<file path="src/rtl/lsu_mem_stage_if.sv">
// Data-memory bus between the load/store stage and the memory.
interface lsu_mem_stage_if;
  logic        mem_req_w_o;
  logic        mem_we_w_o;
  logic [31:0] mem_addr_w_o;
  logic [3:0]  mem_be_w_o;
  logic [31:0] mem_wdata_w_o;
  logic        mem_ack_w_i;
  logic [31:0] mem_rdata_w_i;

  modport master (
    output mem_req_w_o,
    output mem_we_w_o,
    output mem_addr_w_o,
    output mem_be_w_o,
    output mem_wdata_w_o,
    input  mem_ack_w_i,
    input  mem_rdata_w_i
  );

  modport slave (
    input  mem_req_w_o,
    input  mem_we_w_o,
    input  mem_addr_w_o,
    input  mem_be_w_o,
    input  mem_wdata_w_o,
    output mem_ack_w_i,
    output mem_rdata_w_i
  );
endinterface

</file>
<file path="src/rtl/lsu_mem_stage.sv">
// RV32 load/store stage: one bus transaction per request, with lane steering,
// load extension, alignment/legality checks and an optional ack timeout.
module lsu_mem_stage #(
  parameter int unsigned TIMEOUT = 16
) (
  input  logic                 clk_w_i,
  input  logic                 rst_w_i,
  input  logic                 start_w_i,
  input  logic                 load_w_i,
  input  logic                 store_w_i,
  input  logic [2:0]           funct3_w_i,
  input  logic [31:0]          alu_res_w_i,
  input  logic [31:0]          store_data_w_i,
  output logic                 busy_w_o,
  output logic                 done_w_o,
  output logic                 fault_w_o,
  output logic [31:0]          load_data_w_o,
  lsu_mem_stage_if.master      mem
);

  localparam int unsigned CNT_W    = (TIMEOUT > 1) ? $clog2(TIMEOUT) : 1;
  localparam int unsigned CNT_LAST = (TIMEOUT > 0) ? TIMEOUT - 1 : 0;

  typedef enum logic [1:0] {
    ST_IDLE = 2'd0,
    ST_WAIT = 2'd1,
    ST_RESP = 2'd2
  } state_t;

  state_t             state;
  logic [2:0]         funct3_q;
  logic [1:0]         off_q;
  logic [CNT_W-1:0]   wait_cnt;

  logic               req_bad;
  logic [3:0]         req_be;
  logic [31:0]        req_wdata;
  logic [15:0]        ld_lane;
  logic [31:0]        ld_ext;

  // Request decode: legality, alignment and store lane steering.
  always_comb begin
    req_bad   = 1'b0;
    req_be    = 4'b1111;
    req_wdata = 32'h0;
    if (load_w_i == store_w_i) begin
      req_bad = 1'b1;
    end
    case (funct3_w_i)
      3'b000, 3'b010: ;
      3'b001: if (alu_res_w_i[0]) req_bad = 1'b1;
      3'b100: if (store_w_i) req_bad = 1'b1;
      3'b101: if (store_w_i || alu_res_w_i[0]) req_bad = 1'b1;
      default: req_bad = 1'b1;
    endcase
    if (funct3_w_i == 3'b010 && alu_res_w_i[1:0] != 2'b00) begin
      req_bad = 1'b1;
    end
    if (store_w_i) begin
      case (funct3_w_i[1:0])
        2'b00: begin
          req_be    = 4'b0001 << alu_res_w_i[1:0];
          req_wdata = {4{store_data_w_i[7:0]}};
        end
        2'b01: begin
          req_be    = 4'b0011 << alu_res_w_i[1:0];
          req_wdata = {2{store_data_w_i[15:0]}};
        end
        default: begin
          req_be    = 4'b1111;
          req_wdata = store_data_w_i;
        end
      endcase
    end
  end

  // Load data: select the addressed lane and extend per funct3.
  always_comb begin
    ld_lane = 16'(mem.mem_rdata_w_i >> {off_q, 3'b000});
    case (funct3_q)
      3'b000:  ld_ext = {{24{ld_lane[7]}}, ld_lane[7:0]};
      3'b100:  ld_ext = {24'h0, ld_lane[7:0]};
      3'b001:  ld_ext = {{16{ld_lane[15]}}, ld_lane};
      3'b101:  ld_ext = {16'h0, ld_lane};
      default: ld_ext = mem.mem_rdata_w_i;
    endcase
  end

  // Control FSM with all outputs registered.
  always_ff @(posedge clk_w_i or posedge rst_w_i) begin
    if (rst_w_i) begin
      state             <= ST_IDLE;
      funct3_q          <= 3'b000;
      off_q             <= 2'b00;
      wait_cnt          <= '0;
      busy_w_o          <= 1'b0;
      done_w_o          <= 1'b0;
      fault_w_o         <= 1'b0;
      load_data_w_o     <= 32'h0;
      mem.mem_req_w_o   <= 1'b0;
      mem.mem_we_w_o    <= 1'b0;
      mem.mem_addr_w_o  <= 32'h0;
      mem.mem_be_w_o    <= 4'b0000;
      mem.mem_wdata_w_o <= 32'h0;
    end else begin
      case (state)
        ST_IDLE: begin
          done_w_o  <= 1'b0;
          fault_w_o <= 1'b0;
          if (start_w_i) begin
            funct3_q <= funct3_w_i;
            off_q    <= alu_res_w_i[1:0];
            busy_w_o <= 1'b1;
            if (req_bad) begin
              state     <= ST_RESP;
              done_w_o  <= 1'b1;
              fault_w_o <= 1'b1;
            end else begin
              state             <= ST_WAIT;
              wait_cnt          <= '0;
              mem.mem_req_w_o   <= 1'b1;
              mem.mem_we_w_o    <= store_w_i;
              mem.mem_addr_w_o  <= {alu_res_w_i[31:2], 2'b00};
              mem.mem_be_w_o    <= req_be;
              mem.mem_wdata_w_o <= req_wdata;
            end
          end
        end
        ST_WAIT: begin
          if (mem.mem_ack_w_i) begin
            if (!mem.mem_we_w_o) begin
              load_data_w_o <= ld_ext;
            end
            state           <= ST_RESP;
            mem.mem_req_w_o <= 1'b0;
            done_w_o        <= 1'b1;
            fault_w_o       <= 1'b0;
          end else if (TIMEOUT > 0 && wait_cnt == CNT_W'(CNT_LAST)) begin
            state           <= ST_RESP;
            mem.mem_req_w_o <= 1'b0;
            done_w_o        <= 1'b1;
            fault_w_o       <= 1'b1;
          end else begin
            wait_cnt <= wait_cnt + CNT_W'(1);
          end
        end
        ST_RESP: begin
          state     <= ST_IDLE;
          busy_w_o  <= 1'b0;
          done_w_o  <= 1'b0;
          fault_w_o <= 1'b0;
        end
        default: begin
          state           <= ST_IDLE;
          busy_w_o        <= 1'b0;
          done_w_o        <= 1'b0;
          fault_w_o       <= 1'b0;
          mem.mem_req_w_o <= 1'b0;
        end
      endcase
    end
  end

endmodule

</file>
<file path="src/flat_wrapper.sv">
// flat-port wrapper written by rule: the top's interface ports become plain ports
module lsu_mem_stage_flat 
#(
  parameter int unsigned TIMEOUT = 16
)
  (clk_w_i, rst_w_i, start_w_i, load_w_i, store_w_i, funct3_w_i, alu_res_w_i, store_data_w_i, busy_w_o, done_w_o, fault_w_o, load_data_w_o, mem_mem_req_w_o, mem_mem_we_w_o, mem_mem_addr_w_o, mem_mem_be_w_o, mem_mem_wdata_w_o, mem_mem_ack_w_i, mem_mem_rdata_w_i);
  lsu_mem_stage_if mem_i ();
  input  logic clk_w_i;
  input  logic rst_w_i;
  input  logic start_w_i;
  input  logic load_w_i;
  input  logic store_w_i;
  input  logic [2:0] funct3_w_i;
  input  logic [31:0] alu_res_w_i;
  input  logic [31:0] store_data_w_i;
  output logic busy_w_o;
  output logic done_w_o;
  output logic fault_w_o;
  output logic [31:0] load_data_w_o;
  output wire logic [$bits(mem_i.mem_req_w_o)-1:0] mem_mem_req_w_o;
  output wire logic [$bits(mem_i.mem_we_w_o)-1:0] mem_mem_we_w_o;
  output wire logic [$bits(mem_i.mem_addr_w_o)-1:0] mem_mem_addr_w_o;
  output wire logic [$bits(mem_i.mem_be_w_o)-1:0] mem_mem_be_w_o;
  output wire logic [$bits(mem_i.mem_wdata_w_o)-1:0] mem_mem_wdata_w_o;
  input wire logic [$bits(mem_i.mem_ack_w_i)-1:0] mem_mem_ack_w_i;
  input wire logic [$bits(mem_i.mem_rdata_w_i)-1:0] mem_mem_rdata_w_i;
  assign mem_mem_req_w_o = mem_i.mem_req_w_o;
  assign mem_mem_we_w_o = mem_i.mem_we_w_o;
  assign mem_mem_addr_w_o = mem_i.mem_addr_w_o;
  assign mem_mem_be_w_o = mem_i.mem_be_w_o;
  assign mem_mem_wdata_w_o = mem_i.mem_wdata_w_o;
  assign mem_i.mem_ack_w_i = mem_mem_ack_w_i;
  assign mem_i.mem_rdata_w_i = mem_mem_rdata_w_i;
  lsu_mem_stage #(.TIMEOUT(TIMEOUT)) u_core (.clk_w_i(clk_w_i), .rst_w_i(rst_w_i), .start_w_i(start_w_i), .load_w_i(load_w_i), .store_w_i(store_w_i), .funct3_w_i(funct3_w_i), .alu_res_w_i(alu_res_w_i), .store_data_w_i(store_data_w_i), .busy_w_o(busy_w_o), .done_w_o(done_w_o), .fault_w_o(fault_w_o), .load_data_w_o(load_data_w_o), .mem(mem_i));
endmodule
</file>
<file path="config.mk">
export PLATFORM = sky130hd
export DESIGN_NAME = lsu_mem_stage_flat
export DESIGN_NICKNAME = d
export VERILOG_FILES = /design/src/rtl/lsu_mem_stage_if.sv /design/src/rtl/lsu_mem_stage.sv /design/src/flat_wrapper.sv
export SDC_FILE = /design/constraint.sdc
export NUM_CORES = 1
export LEC_CHECK = 0
export CORE_ASPECT_RATIO = 0.7
export CORE_MARGIN = 2
export CORE_UTILIZATION = 44
export DETAILED_ROUTE_END_ITERATION = 6
export GPL_ROUTABILITY_DRIVEN = 0
export GPL_TIMING_DRIVEN = 0
export PLACE_DENSITY_LB_ADDON = 0.25
export RECOVER_POWER = 25
export SLEW_MARGIN = 20
export SYNTH_ARGS = -nofsm -noshare
export SYNTH_HDL_FRONTEND = slang
export SYNTH_SLANG_ARGS = --single-unit
</file>
<file path="constraint.sdc">
create_clock -name clk_w_i -period 4.58 [get_ports clk_w_i]
set_input_delay 0.687 -clock clk_w_i [delete_from_list [all_inputs] [get_ports clk_w_i]]
set_output_delay 0.687 -clock clk_w_i [all_outputs]
set_load 0.02 [all_outputs]
</file>
==> out/metrics.cfg <==
[sta]
setup-tns-final_ns=0
hold_viol_final=0
clock_skew_ns=0.009475
max_freq_mhz=354.6
hold_ws_ns=0.4683
max_slew_margin_pct=-89.88
fin_crit_ns=2.820
setup_violations=0
rsz0062_at_grt=false
period_share_pct=61.57
tightest_slew_ns=2.833
finalMaxSlewViolations=63

[logic_synthesis]
synth_seq_cells=114
synthTopCellsByArea=dfrtp_1 53%, nand2_1 10%, mux2i_1 6.6%, a21oi_1 3.5%, o22ai_1 2.7%
syn-cell-area_um2=5343
synthFlopType=dfrtp_1
avgSynthCellArea_um2=9.557
synth_commonest_cells=148 x nand2_1, 114 x dfrtp_1, 37 x a21oi_1, 36 x nor2_1, 35 x mux2i_1
synth_cells=559
synth_top_area_cell=dfrtp_1
yosysUniqueCellTypes=46
synthArstFlopShare_pct=100.0
seq_area_frac_synth_pct=53.40
synth.most_common_cell=nand2_1
synth_edf_count=0
synth_top_area_share_pct=53.40
synth_warnings=0

[floorplanning]
die_y_um=96.20
die_w_um=135.7
start_util_pct=45.40
rows=33
core_area_um2=11770
io_pins=210
dieArea_um2=13050

[setup_path]
path_max_fanout=63
critPathTopFamily=buffers and inverters
cp_data_required_time_ns=4.64
critPathMaxStageDelay_ns=1.60
worst_setup_path_start_kind=primary input
r2r_cells=6
crit_chain=dlygate4sd3_1 -> clkinvlp_2
path_class=primary input to asynchronous set/reset pin
critPathCaptureType=asynchronous set/reset pin
r2r_slack_ns=2.24
r2r_start=u_core.off_q[0]
r2r_end=u_core.load_data_w_o[21]
arrival_ns=2.88
critical_path_buf_inv_count=2
crit_slowest_cell=clkinvlp_2

[clock_tree]
h-tree-depth=4
clkLatencyLatePin_ns=0.40
cts_resized=0
postCtsSetupRepairBufs=0
clockRootBuffer=clkbuf_16
cts_tree=yes
cts_max_path_buffers=2
cts_buffers=17
cts_hold_buffers=0
clk_pin_slew_ns=0.06
cts.sinks=114

[run]
drv_cap=1

[place]
dp_hpwl_um=12250
placed_cells=925
io_buffer_count=207

[cells_and_area]
area_growth_pct=54.50
instances_no_fill=957
regArea_um2=2853
fin_nets=893
num_antenna_cells=0
nFillCells=893
drive_gt1_share_pct=8.000
multi_input_area_um2=2251

[grt]
grt_usage_pct=26.27
overflow=0
antenna_found_initial=0
grt_pass1_wl_um=26250
grt_max_degree=64
grt_pass1_vias=5151

[min_path]
hp-start=u_core.mem.mem_addr_w_o[14]
holdPathStages=2
hp-class=flop to flop
hold_path_end=u_core.mem.mem_addr_w_o[14]

[drt]
drc=0
ant_nets=0
via_per_inst=5.411
vias=5178
drtIter0Drc=291
drt_pass1_iterations=5
wirelength_um=16860
wl_per_cell_um=17.62

[pwr]
ir_drop_mv=0.3081
p_leak_uw=0.003645
fin_total_pwr_uw=4937
power.density_nw_per_um2=598.1

[outcome]
violations=capacitance limit, slew limit
status=finished, violations left

cell usage in the layout (no fill, tap or decap), types with 4 or more instances in the layout:
master / netlist / final
clkdlybuf4s50_1: 0 / 206
nand2_1: 148 / 148
dfrtp_1: 114 / 114
a21oi_1: 37 / 37
nor2_1: 36 / 36
mux2i_1: 35 / 35
o21ai_0: 28 / 28
o22ai_1: 23 / 23
clkbuf_1: 20 / 20
o21ai_1: 17 / 17
clkbuf_16: 0 / 17
buf_6: 9 / 9
nand3b_1: 9 / 9
a22o_1: 8 / 8
a2bb2oi_1: 7 / 7
o2bb2ai_1: 7 / 7
nand3_1: 6 / 6
buf_1: 5 / 5
buf_2: 5 / 5
clkinv_2: 0 / 4
clkinvlp_4: 0 / 4
kinds of logic (layout without fill, tap and decap cells):
kind of cell,count (synthesis),count (layout),share of synthesized area [%]
AO/OA/AOI/OAI,143,143,16.84
XOR/XNOR,3,3,0.4919
adder cells (fa/ha/maj),1,1,0.2342
buffers and inverters,43,283,4.543
flip-flops,114,114,53.40
multiplexers,36,36,6.979
other,1,2,0.07019
AND/OR/NAND/NOR,218,218,17.45
final cells by class:
class                   count  share of cell area, %
repair buffers            208                  25.44
well taps                 157                  2.380
inverters                   2                 0.1061
plain buffers              41                  2.850
clock buffers              19                  5.487
clock inverters            13                  1.910
flip-flops and latches    114                  34.56
multi-input cells         403                  27.27
per-stage QoR:
stage               setup WS (ns)  utilization (%)  instance area [um^2]
global route                1.292            70.14                  8254
global placement          -0.7158            64.71                  7615
finish                      1.760            70.14                  8254
CTS                         2.015            70.18                  8258
detailed placement          1.608            64.99                  7647
floorplan                  0.8773                -                  5346
registers in the layout, indices dropped and copies added, names as in the netlist, 2 cells and up:
name and count:
u_core.load_data_w_o 32, u_core.mem.mem_wdata_w_o 32, u_core.mem.mem_addr_w_o 30, u_core.mem.mem_be_w_o 4, u_core.wait_cnt 4, u_core.funct3_q 3
u_core.off_q 2, u_core.state 2
worst max-delay path by stage:
stage	from	endpoint	slack, ns	cells after the start
6_report	rst_w_i	u_core.mem.mem_wdata_w_o[29]	1.76	2
5_1_grt	rst_w_i	u_core.mem.mem_wdata_w_o[24]	1.29	2
4_1_cts	alu_res_w_i[0]	u_core.mem.mem_wdata_w_o[7]	2.01	6
3_5_place_dp	alu_res_w_i[0]	u_core.mem.mem_wdata_w_o[2]	1.61	6
3_3_place_gp	rst_w_i	u_core.mem.mem_wdata_w_o[11]	-0.72	2
2_1_floorplan	rst_w_i	u_core.busy_w_o	0.88	1
per-layer routing:
metal  track usage [%]  vias up  part of all wire [%]
met5                 0        -                     0
met3             7.688       22                   9.3
met2             41.16      265                    45
met1             35.58     2502                    44
met4             8.073        0                   1.5
li1                  -     2389                     -
power by group:
part,internal (uW),total (uW),switching (uW)
clock network,883,1360,477
logic,939,1980,1040
registers,1370,1600,224
total,3200,4940,1740
Note: power is estimated with default switching activity, not from simulation.
==> variant: new RTL, same settings <==
Reset style: synchronous (`rst_w_i`), changed in one clocked block.
--- a/src/rtl/lsu_mem_stage.sv
+++ b/src/rtl/lsu_mem_stage.sv
@@ -88,5 +88,5 @@
 
   // Control FSM with all outputs registered.
-  always_ff @(posedge clk_w_i or posedge rst_w_i) begin
+  always_ff @(posedge clk_w_i) begin
     if (rst_w_i) begin
       state             <= ST_IDLE;
Formal check against the unedited RTL: differs if rst_w_i is asserted again (counterexample within 4 cycles, from zero or initial values and one cycle with rst_w_i high); with rst_w_i held inactive, the same outputs for 4 cycles.
==> variant against the original RTL <==
Design area fell by 3.5%. Synthesized area fell by 4.8%. Fmax rose by 14%. Non-clock buffer count rose by 11. Routed wire length rose by 8.3%. Setup slack improved by 0.34 ns. Critical path type is now in2reg. Sequential share of layout area fell by 5.9 points. First-iteration DRC count rose by 55%. Sequential cell count did not move.
Power is not compared: it rests on default switching activity, and its combinational part moved more than twofold at a synthesized area within 25%.
==> variant: results (changes against the original RTL) <==
CTS
----------------------------------------------------------------------------------
Clock latency at the later pin of the worst-skew pair                      0.42 ns   +0.02 ns

YOSYS
----------------------------------------------------------------------------------
Async SR Flop Fraction                                                          0%   -100 points
Most instantiated cells after synthesis                               114 x sky130_fd_sc_hd__dfxtp_1, 109 x sky130_fd_sc_hd__a21oi_1, 105 x sky130_fd_sc_hd__nand2_1
Synth top area cells                                                  sky130_fd_sc_hd__dfxtp_1 45%, sky130_fd_sc_hd__a21oi_1 11%, sky130_fd_sc_hd__nand2_1 7.7%, sky130_fd_sc_hd__mux2i_1 6.7%, sky130_fd_sc_hd__o2bb2ai_1 4.0%
Library cells used by synthesis                                                 48   +4.3%

ROUTING
----------------------------------------------------------------------------------
Starting DRT DRC Count                                                         452   +55%
1st-pass router iterations                                                       7   +2
Overall routed net length                                                 18.25 mm   +8.3%

SETUP PATH
----------------------------------------------------------------------------------
CP Max Fanout                                                                   10   -84%
Data arrival time of the critical path                                     2.82 ns   -0.06 ns
CP max stage cell                                                     sky130_fd_sc_hd__clkdlybuf4s50_1
Maximum single-stage delay on the critical path                            0.67 ns   -0.93 ns

OUTCOME
----------------------------------------------------------------------------------
Status                                                                finished, final reports clean

GLOBAL ROUTE
----------------------------------------------------------------------------------
Total routing resource utilization after global routing                     28.96%   +2.7 points
Global-route wire length before repair                                    28.08 mm   +7.0%
Maximum number of pins on one net before global-route repair                    17   -73%

FINAL LAYOUT
----------------------------------------------------------------------------------
Number of nets in the layout                                                   928   +3.9%
Filler Cells Inserted                                                          867   -2.9%
Share of final-layout standard cells stronger than drive strength 1         8.503%   +0.50 points

PLACED DESIGN
----------------------------------------------------------------------------------
Detailed placer's ending HPWL                                             13.72 mm   +12%
IO buf count                                                                   205   -0.97%

RUN
----------------------------------------------------------------------------------
Number of maximum-capacitance constraint violations                              0   -1

STA
----------------------------------------------------------------------------------
Pins over their slew limit                                                       0   -100%
Final setup skew                                                       0.008015 ns   -0.001460 ns
Slew @ Worst Pin                                                         0.8912 ns   -1.941 ns

-- variant: logic make-up after synthesis --
kind of cell | synth area share, %
other cells | 0.07371
mux | 8.903
xor+xnor | 0.1722
buf+inv | 5.091
compound gates | 25.11
fa+ha+maj | 0.2459
flops | 44.86
simple gates | 15.54
-- variant: routing by layer --
layer	GRT usage [%]	part of all wire (%)	vias up	wire length, um
li1	-	-	2585	-
met1	35.17	42	2631	7645
met2	47.67	46	274	8384
met3	10.46	9.9	43	1813
met4	10.30	2.2	0	410
met5	0	0	-	0
-- variant: area by class of cell --
type / instances / area [um^2] / share of cell area [%]
plain buffers: 55 / 251.5 / 3.157
clock buffers: 21 / 480.5 / 6.031
clock inverters: 11 / 151.4 / 1.900
inverters: 2 / 7.507 / 0.09424
multi-input cells: 427 / 2550 / 32.01
flip-flops and latches: 114 / 2282 / 28.65
well taps: 153 / 191.4 / 2.403
repair buffers: 205 / 2052 / 25.76
-- variant: final timing paths --
check                                             startpoint                            to  slack (ns)  depth (start not counted)
worst max-delay path                          alu_res_w_i[0]  u_core.mem.mem_wdata_w_o[29]        2.10                          6
worst min-delay path            u_core.mem.mem_wdata_w_o[19]  u_core.mem.mem_wdata_w_o[19]        0.45                          2
worst max register to register               u_core.state[1]  u_core.mem.mem_wdata_w_o[29]        2.49                          6
worst min register to register  u_core.mem.mem_wdata_w_o[19]  u_core.mem.mem_wdata_w_o[19]        0.45                          2
-- variant: power by group --
group          switching (W)  internal (W)  leakage (nW)
registers          0.0000174       0.00102         0.923
clock network       0.000487      0.000915         0.298
logic               0.000229      0.000196          1.74
total               0.000733       0.00213          2.96
-- variant: stage by stage --
step	util [%]	power (W)	worst slack (ns)	instances	hold WS (ns)
2_1_floorplan	-	0.001269	2.563	598	0.4489
5_1_grt	71.57	0.002952	1.970	988	0.4602
3_5_place_dp	65.89	0.001479	1.741	956	0.4437
4_1_cts	71.57	0.002868	2.145	988	0.4512
3_3_place_gp	65.89	0.001467	1.781	956	0.4398
6_report	71.57	0.002867	2.096	988	0.4471
-- variant: worst max-delay path: cells and delay by family --
kind	cells	cell delay [ns]
simple gates	1	0.38
compound gates	3	0.63
buf+inv	2	1.11
